`config.mk`:
```
export PLATFORM = sky130hd
export DESIGN_NAME = stencil_output_collector
export DESIGN_NICKNAME = d
export VERILOG_FILES = /design/src/rtl/stencil_pkg.sv /design/src/rtl/collector_fifo.sv /design/src/rtl/stencil_output_collector.sv
export SDC_FILE = /design/constraint.sdc
export NUM_CORES = 1
export LEC_CHECK = 0
export ABC_AREA = 1
export ABC_CLOCK_PERIOD_IN_PS = 10300
export CAP_MARGIN = 0
export CORE_UTILIZATION = 39
export DETAILED_ROUTE_END_ITERATION = 10
export PLACE_DENSITY = 0.59
export SLEW_MARGIN = 0
export SYNTH_ARGS = -nofsm -noshare
export SYNTH_HDL_FRONTEND = slang
export SYNTH_HIERARCHICAL = 1
export SYNTH_SLANG_ARGS = --single-unit
```
`constraint.sdc`:
```
create_clock -name clock -period 10.3 [get_ports clock]
set_input_delay 1.03 -clock clock [delete_from_list [all_inputs] [get_ports clock]]
set_output_delay 1.03 -clock clock [all_outputs]
set_load 0.02 [all_outputs]
```
`src/rtl/stencil_pkg.sv`:
```
// Shared types and constants for the stencil output collector.
//   BW, ST, TILES  : result word width, row words per capture, results per row word
//   result_set_t   : the six results of one capture, in1 at index 0
//   row_word_t     : one packed row word toward the output RAM writer
//   out_state_e    : output serializer states
package stencil_pkg;

  localparam int unsigned BW    = 32;
  localparam int unsigned ST    = 3;
  localparam int unsigned TILES = 2;

  typedef logic [ST*TILES-1:0][BW-1:0] result_set_t;
  typedef logic [TILES*BW-1:0]         row_word_t;

  typedef enum logic [1:0] {
    IDLE = 2'd0,
    ROW0 = 2'd1,
    ROW1 = 2'd2,
    ROW2 = 2'd3
  } out_state_e;

endpackage

```
`src/rtl/collector_fifo.sv`:
```
// Capture FIFO for the stencil output collector.
//   clock, reset          : rising-edge clock, synchronous active-high reset
//   push, pop, din        : write/read strobes (already qualified by the caller) and write data
//   full, empty, count    : occupancy derived from the extended-width pointers
//   head                  : entry at the read pointer
//   head_after_pop        : entry that becomes the head once the current head is popped
module collector_fifo #(
  parameter int unsigned DEPTH = 4,
  parameter int unsigned W     = 192
) (
  input  logic                     clock,
  input  logic                     reset,
  input  logic                     push,
  input  logic                     pop,
  input  logic [W-1:0]             din,
  output logic                     full,
  output logic                     empty,
  output logic [$clog2(DEPTH):0]   count,
  output logic [W-1:0]             head,
  output logic [W-1:0]             head_after_pop
);

  localparam int unsigned AW = $clog2(DEPTH);

  logic [AW:0]  wr_ptr;
  logic [AW:0]  rd_ptr;
  logic [AW:0]  rd_next;
  logic [W-1:0] mem [DEPTH];

  // Pointer update; the extra MSB separates full from empty
  always_ff @(posedge clock) begin
    if (reset) begin
      wr_ptr <= '0;
      rd_ptr <= '0;
    end else begin
      if (push) wr_ptr <= wr_ptr + (AW+1)'(1);
      if (pop)  rd_ptr <= rd_ptr + (AW+1)'(1);
    end
  end

  // Storage is not reset; contents are only visible once written
  always_ff @(posedge clock) begin
    if (push) mem[wr_ptr[AW-1:0]] <= din;
  end

  always_comb begin
    count   = wr_ptr - rd_ptr;
    full    = (count == (AW+1)'(DEPTH));
    empty   = (wr_ptr == rd_ptr);
    rd_next = rd_ptr + (AW+1)'(1);
    head    = mem[rd_ptr[AW-1:0]];
    // With a single entry and a push this cycle, the next head is still in flight
    head_after_pop = (count == (AW+1)'(1) && push) ? din : mem[rd_next[AW-1:0]];
  end

endmodule

```
`src/rtl/stencil_output_collector.sv`:
```
// Captures six stencil results per datapath strobe into a FIFO and serializes
// each capture as ST row words onto a valid/ready stream.
//   clock, reset                  : rising-edge clock, synchronous active-high reset
//   io_datapath_valid_in          : capture strobe
//   io_datapath_data_in1..6       : results; row r = {in(2r+2), in(2r+1)}
//   io_out_valid/ready/data       : row word stream
//   io_out_row                    : row index of the current word
//   io_out_last                   : last row word of the last capture of a frame
//   io_overflow                   : sticky dropped-capture flag
//   io_busy                       : FIFO non-empty after the current edge
// Optional: COLLECTOR_STATS_EN adds io_stat_captures / io_stat_drops (16-bit, saturating).
module stencil_output_collector #(
  parameter int unsigned BW             = stencil_pkg::BW,
  parameter int unsigned ST             = stencil_pkg::ST,
  parameter int unsigned TILES          = stencil_pkg::TILES,
  parameter int unsigned DEPTH          = 4,
  parameter int unsigned FRAME_CAPTURES = 4
) (
  input  logic                clock,
  input  logic                reset,
  input  logic                io_datapath_valid_in,
  input  logic [BW-1:0]       io_datapath_data_in1,
  input  logic [BW-1:0]       io_datapath_data_in2,
  input  logic [BW-1:0]       io_datapath_data_in3,
  input  logic [BW-1:0]       io_datapath_data_in4,
  input  logic [BW-1:0]       io_datapath_data_in5,
  input  logic [BW-1:0]       io_datapath_data_in6,
  output logic                io_out_valid,
  input  logic                io_out_ready,
  output logic [TILES*BW-1:0] io_out_data,
  output logic [1:0]          io_out_row,
  output logic                io_out_last,
  output logic                io_overflow,
  output logic                io_busy
`ifdef COLLECTOR_STATS_EN
  ,
  output logic [15:0]         io_stat_captures,
  output logic [15:0]         io_stat_drops
`endif
);

  import stencil_pkg::*;

  localparam int unsigned RW  = TILES*BW;
  localparam int unsigned SW  = ST*TILES*BW;
  localparam int unsigned AW  = $clog2(DEPTH);
  localparam int unsigned FCW = (FRAME_CAPTURES > 1) ? $clog2(FRAME_CAPTURES) : 1;

  out_state_e     state;
  logic [SW-1:0]  cap_set;
  logic [SW-1:0]  head;
  logic [SW-1:0]  head_after_pop;
  logic [AW:0]    count;
  logic [AW:0]    count_next;
  logic           full;
  logic           empty;
  logic           hs;
  logic           pop;
  logic           push;
  logic           more;
  logic [FCW-1:0] frame_cnt;

  assign cap_set = {io_datapath_data_in6, io_datapath_data_in5, io_datapath_data_in4,
                    io_datapath_data_in3, io_datapath_data_in2, io_datapath_data_in1};

  function automatic logic [RW-1:0] row_of(input logic [SW-1:0] s, input int unsigned r);
    return s[r*RW +: RW];
  endfunction

  // Handshake, pop on the final row, push allowed into a full FIFO when it pops
  always_comb begin
    hs         = io_out_valid && io_out_ready;
    pop        = hs && (state == ROW2);
    push       = io_datapath_valid_in && (!full || pop);
    count_next = count + (AW+1)'(push) - (AW+1)'(pop);
    more       = (count_next != '0);
  end

  collector_fifo #(
    .DEPTH (DEPTH),
    .W     (SW)
  ) u_fifo (
    .clock          (clock),
    .reset          (reset),
    .push           (push),
    .pop            (pop),
    .din            (cap_set),
    .full           (full),
    .empty          (empty),
    .count          (count),
    .head           (head),
    .head_after_pop (head_after_pop)
  );

  // Serializer FSM with registered stream outputs computed for the next state
  always_ff @(posedge clock) begin
    if (reset) begin
      state        <= IDLE;
      io_out_valid <= 1'b0;
      io_out_data  <= '0;
      io_out_row   <= 2'd0;
      io_out_last  <= 1'b0;
      io_overflow  <= 1'b0;
      io_busy      <= 1'b0;
      frame_cnt    <= '0;
    end else begin
      io_busy <= more;
      if (io_datapath_valid_in && !push) io_overflow <= 1'b1;
      if (pop) frame_cnt <= (frame_cnt == FCW'(FRAME_CAPTURES-1)) ? '0 : frame_cnt + FCW'(1);

      case (state)
        IDLE: begin
          // A capture landing on an empty FIFO is presented straight away
          if (push || !empty) begin
            state        <= ROW0;
            io_out_valid <= 1'b1;
            io_out_data  <= row_of(empty ? cap_set : head, 0);
            io_out_row   <= 2'd0;
            io_out_last  <= 1'b0;
          end
        end
        ROW0: begin
          if (hs) begin
            state       <= ROW1;
            io_out_data <= row_of(head, 1);
            io_out_row  <= 2'd1;
          end
        end
        ROW1: begin
          if (hs) begin
            state       <= ROW2;
            io_out_data <= row_of(head, 2);
            io_out_row  <= 2'd2;
            io_out_last <= (frame_cnt == FCW'(FRAME_CAPTURES-1));
          end
        end
        ROW2: begin
          if (hs) begin
            io_out_last <= 1'b0;
            io_out_row  <= 2'd0;
            if (more) begin
              state       <= ROW0;
              io_out_data <= row_of(head_after_pop, 0);
            end else begin
              state        <= IDLE;
              io_out_valid <= 1'b0;
              io_out_data  <= '0;
            end
          end
        end
        default: state <= IDLE;
      endcase
    end
  end

`ifdef COLLECTOR_STATS_EN
  // Saturating accepted/dropped capture counters
  always_ff @(posedge clock) begin
    if (reset) begin
      io_stat_captures <= 16'h0000;
      io_stat_drops    <= 16'h0000;
    end else begin
      if (push && io_stat_captures != 16'hFFFF) io_stat_captures <= io_stat_captures + 16'd1;
      if (io_datapath_valid_in && !push && io_stat_drops != 16'hFFFF)
        io_stat_drops <= io_stat_drops + 16'd1;
    end
  end
`else
  // Statistics counters are not built in this configuration
`endif

endmodule

```
==> results.py, run 1 <==
metrics = {
    "critical_path": {
        "endpoint_kind": "flip-flop",
        "path_max_fanout": 93,
        "cp.required_ns": 10.57,
        "worst-setup-path-type": "flip-flop to flip-flop",
        "r2r_slack_ns": 4.84,
        "worstPathArrival_ns": 5.73,
        "cp-start-kind": "flip-flop",
    },
    "power": {
        "power_density_nw_per_um2": 222,
        "totalPowerFinal_w": 0.0100,
        "leakagePower_nw": 17.1,
        "vdd_drop_max_mv": 0.151,
    },
    "drt": {
        "met2_wirelength_mm": 49.5,
        "drc": 0,
        "ant_nets": 0,
        "post_drt_wl_per_cell_um": 19.8,
        "top_layer_used": "met5",
        "vias": 28200,
        "met3WireLength_mm": 7.76,
        "drt-met1-wl_mm": 48.7,
        "vias_per_cell": 5.12,
        "drt_pass1_iterations": 5,
        "drt_iter0_drc": 2184,
        "wl_mm": 109,
    },
    "timing": {
        "final_hold_viol_count": 0,
        "fin_tns_setup_ns": 0,
        "tightest_slew_ns": 1.10,
        "fmax_ghz": 0.183,
        "period_share": 0.530,
        "rsz0062_at_grt": "no",
        "min_period_ns": 5.46,
        "whs_ns": 0.454,
        "slew_violations": 0,
        "setup_viol": 0,
        "fin_skew_ns": 0.0289,
        "slew_headroom": 0.269,
    },
    "clocking": {
        "clock_sinks": 850,
        "cts_buffer_depth": 3,
        "clkLatencyLatePin_ns": 0.67,
        "cts_setup_buffers": 0,
        "cts_htree_levels": 3,
        "post_cts_resized": 0,
        "clk_pin_slew_ns": 0.06,
        "cts_made_buffers": 92,
        "cts-hold-fix-buffers": 0,
        "cts_tree": "done",
        "cts_root_buf": "clkbuf_16",
    },
    "die": {
        "ioPinCount": 266,
        "coreArea_sq_um": 98600,
        "dieHeight_um": 318,
        "placementRows": 115,
        "die_w_um": 318,
        "dieArea_sq_um": 101000,
        "start_util": 0.394,
    },
    "placed_design": {
        "placed_area_sq_um": 42300,
        "gp_congestion": 0.817,
        "io_buffers": 265,
        "dpl.hpwl_mm": 60.8,
    },
    "cells_and_area": {
        "final_common_cell": "edfxtp_1",
        "drive_above_1_share": 0.0602,
        "mostFrequentLayoutCells": "768 x edfxtp_1, 679 x nand2_1, 584 x o21ai_0, 532 x nor2_1, 402 x inv_1",
        "nNetsFinal": 4342,
        "area_growth_syn_to_layout_pct": 16.5,
        "final_area_sq_um": 45300,
        "final_util": 0.459,
    },
    "outcome": {
        "status": "completed",
    },
    "yosys": {
        "synth_area_sq_um": 38900,
        "yosys_warnings": 6,
        "avgSynthCellArea_sq_um": 9.68,
        "syn_nets": 4230,
        "syn_inst": 4016,
    },
    "global_route": {
        "grt_max_degree": 214,
        "antenna_found_initial": 22,
        "grt_use_total": 0.211,
        "grt_pass1_vias": 26600,
        "grt-ovfl-total": 0,
        "grt_pass1_wl_mm": 163,
    },
    "worst_hold_path": {
        "min_path_type": "flip-flop to flip-flop",
    },
    "job": {
        "cap_viol_max_count": 0,
    },
}
## area by class of cell
class	instances	area, sq um
repair buffers	298	2930
multi-input cells	2474	11400
diodes	14	35.0
flip-flops and latches	850	24700
clock inverters	51	504
fillers	9102	53300
well taps	1287	1610
inverters	412	1590
clock buffers	116	2480
## flip-flops by register name, summed over array words and instances, names as in the netlist, 2 cells and up, named ones only
signal,flops
state,2
u_fifo/rd_ptr,3
frame_cnt,2
io_out_data,64
io_out_row,2
u_fifo/mem,768
u_fifo/wr_ptr,3
## worst max-delay path, cell delays in order (launching register included)
cell,delay (ns)
dfxtp_1,0.39
inv_1,0.11
ha_1,0.22
fa_1,0.41
inv_1,0.09
nand3_1,0.09
nand2_2,0.06
buf_4,0.77
nor3_1,0.14
nand2_1,0.11
nand2_1,0.09
inv_1,0.17
nand2_1,0.16
inv_8,0.60
buf_4,0.86
buf_4,0.67
## metal layers
| layer | track usage | up-vias |
|---|---|---|
| li1 | - | 13800 |
| met1 | 0.286 | 13400 |
| met2 | 0.331 | 828 |
| met3 | 0.0458 | 175 |
| met4 | 0.0803 | 16 |
| met5 | 0 | - |
## path summary, 6_finish.rpt
kind	end	startpoint	depth (start not counted)
setup / recovery	u_fifo/mem[0][143]	u_fifo/wr_ptr[0]	15
hold / removal	io_overflow	io_overflow	2
setup reg to reg	u_fifo/mem[0][143]	u_fifo/wr_ptr[0]	15
hold reg to reg	io_overflow	io_overflow	2
## where the power goes
part	switching, W	internal (W)
clock network	0.00135	0.00193
logic	0.00169	0.000814
registers	0.000184	0.00407
## metrics by stage
stage | instances | setup slack [ns]
after detailed placement | 5321 | 4.84
after CTS | 5488 | 4.82
final | 5502 | 4.84
after floorplan | 4016 | 4.23
after global routing | 5499 | 4.47
after global placement | 5321 | 4.88
Note: power is estimated with default switching activity, not from simulation.
==> inputs of run 2 (changes only) <==
--- a/config.mk
+++ b/config.mk
@@ -6,11 +6,11 @@
 export NUM_CORES = 1
 export LEC_CHECK = 0
 export ABC_AREA = 1
-export ABC_CLOCK_PERIOD_IN_PS = 10300
+export ABC_CLOCK_PERIOD_IN_PS = 4510
 export CAP_MARGIN = 0
 export CORE_UTILIZATION = 39
 export DETAILED_ROUTE_END_ITERATION = 10
-export PLACE_DENSITY = 0.59
+export PLACE_DENSITY = 0.61
 export SLEW_MARGIN = 0
 export SYNTH_ARGS = -nofsm -noshare
 export SYNTH_HDL_FRONTEND = slang
==> constraint.sdc (replaced) <==
create_clock -name clock -period 4.51 [get_ports clock]
set_input_delay 0.451 -clock clock [delete_from_list [all_inputs] [get_ports clock]]
set_output_delay 0.451 -clock clock [all_outputs]
set_load 0.02 [all_outputs]
==> results.py, run 2 (synthesis gave the netlist of run 1 again) <==
metrics = {
    "critical_path": {
        "cp-startpoint": "u_fifo/wr_ptr[0]",
        "path_max_fanout": 41,
        "rr_startpoint": "u_fifo/wr_ptr[0]",
        "cp.required_ns": 5.11,
        "cp-start-kind": "flip-flop",
        "crit_path_end": "io_out_valid",
        "r2r_slack_ns": 0.78,
        "r2r_cells": 20,
        "reg2reg_to": "io_out_valid",
        "endpoint_kind": "flip-flop",
        "worst-setup-path-type": "flip-flop to flip-flop",
        "worstPathArrival_ns": 4.33,
    },
    "timing": {
        "rsz0062_at_grt": "no",
        "fmax_ghz": 0.268,
        "tightest_slew_ns": 1.17,
        "min_period_ns": 3.73,
        "setup_viol": 0,
        "slew_headroom": 0.217,
        "slew_violations": 0,
        "fin_skew_ns": 0.0274,
        "period_share": 0.827,
        "final_hold_viol_count": 0,
    },
    "drt": {
        "vias_per_cell": 5.11,
        "post_drt_wl_per_cell_um": 19.7,
        "drc": 0,
        "ant_nets": 0,
        "wl_mm": 109,
        "drt_iter0_drc": 2666,
        "vias": 28300,
        "drt_pass1_iterations": 5,
    },
    "cells_and_area": {
        "largest_register_ffs": 768,
        "area_growth_syn_to_layout_pct": 18.1,
        "mostFrequentLayoutCells": "768 x edfxtp_1, 674 x nand2_1, 584 x o21ai_0, 532 x nor2_1, 400 x inv_1",
        "nNetsFinal": 4377,
        "drive_above_1_share": 0.0708,
        "final_common_cell": "edfxtp_1",
        "final_area_sq_um": 45900,
    },
    "clocking": {
        "cts_htree_levels": 3,
        "cts_setup_buffers": 0,
        "clkLatencyLatePin_ns": 0.66,
        "post_cts_resized": 0,
        "clk_pin_slew_ns": 0.06,
        "cts-hold-fix-buffers": 0,
        "clock_sinks": 850,
        "cts_tree": "done",
        "cts_buffer_depth": 3,
        "cts_made_buffers": 92,
        "cts_root_buf": "clkbuf_16",
    },
    "die": {
        "dieHeight_um": 318,
        "placementRows": 115,
        "die_w_um": 318,
        "ioPinCount": 266,
        "coreArea_sq_um": 98600,
        "start_util": 0.394,
        "dieArea_sq_um": 101000,
    },
    "power": {
        "vdd_drop_max_mv": 0.301,
        "power_density_nw_per_um2": 505,
        "totalPowerFinal_w": 0.0232,
        "leakagePower_nw": 17.3,
    },
    "placed_design": {
        "gp_congestion": 0.838,
        "dpl.hpwl_mm": 64.2,
        "io_buffers": 265,
        "placed_area_sq_um": 42800,
    },
    "worst_hold_path": {
        "min_path_type": "input pin to flip-flop",
        "hold_depth": 1,
    },
    "global_route": {
        "grt-ovfl-total": 0,
        "grt_pass1_wl_mm": 165,
        "antenna_found_initial": 26,
        "grt_max_degree": 259,
        "grt_use_total": 0.213,
        "grt_pass1_vias": 26900,
    },
    "outcome": {
        "status": "completed",
    },
    "job": {
        "cap_viol_max_count": 0,
    },
}
## run 2: cell type report
cell class / instances / area (sq um)
clock buffers: 121 / 2520
fillers: 9016 / 52600
flip-flops and latches: 850 / 24700
well taps: 1287 / 1610
diodes: 9 / 22.5
clock inverters: 49 / 542
inverters: 412 / 1580
repair buffers: 333 / 3480
multi-input cells: 2474 / 11500
## run 2: worst min path at each step
stage,startpoint,to,slack (ns)
after floorplan,frame_cnt[1],frame_cnt[1],0.45
after global placement,io_overflow,io_overflow,0.44
after detailed placement,io_overflow,io_overflow,0.45
after CTS,io_datapath_data_in6[27],u_fifo/mem[1][187],0.38
after global routing,io_datapath_data_in5[1],u_fifo/mem[2][129],0.40
final,io_datapath_data_in6[31],u_fifo/mem[3][191],0.42
## run 2: metal layers
layer	routed length, um	track usage	up-vias
met3	7750	0.0488	177
met1	47900	0.290	13400
met5	189	0	-
met4	2580	0.0718	28
li1	-	-	13800
met2	50600	0.337	873
## run 2: report_power, final
part / switching, W / total, W / internal (W)
Sequential: 0.000425 / 0.00972 / 0.00930
Clock: 0.00308 / 0.00764 / 0.00456
Combinational: 0.00387 / 0.00580 / 0.00193
## run 2: metrics by stage
| stage | hold WS (ns) | std cells | util | setup WS [ns] | setup TNS [ns] |
|---|---|---|---|---|---|
| after CTS | 0.378 | 5526 | 0.466 | 0.811 | 0 |
| after global placement | 0.442 | 5356 | 0.435 | 0.875 | 0 |
| after global routing | 0.402 | 5535 | 0.466 | 0.494 | 0 |
| after detailed placement | 0.449 | 5356 | 0.435 | 0.815 | 0 |
| after floorplan | 0.449 | 4016 | - | -0.388 | -291.20 |
| final | 0.421 | 5535 | 0.466 | 0.778 | 0 |
## run 2: critical path, stage by stage (launching register included)
cell      delay, ns
dfxtp_2        0.36
inv_2          0.07
ha_4           0.16
fa_2           0.38
inv_1          0.08
nand3_1        0.09
nand2_2        0.09
nor3_2         0.05
nand2_1        0.06
nand2_2        0.09
ha_1           0.29
inv_1          0.04
ha_1           0.19
fa_1           0.42
nand3b_1       0.19
nand3_2        0.09
buf_4          0.50
nand2_1        0.20
nand3_1        0.13
nand2_1        0.06
a21oi_1        0.13
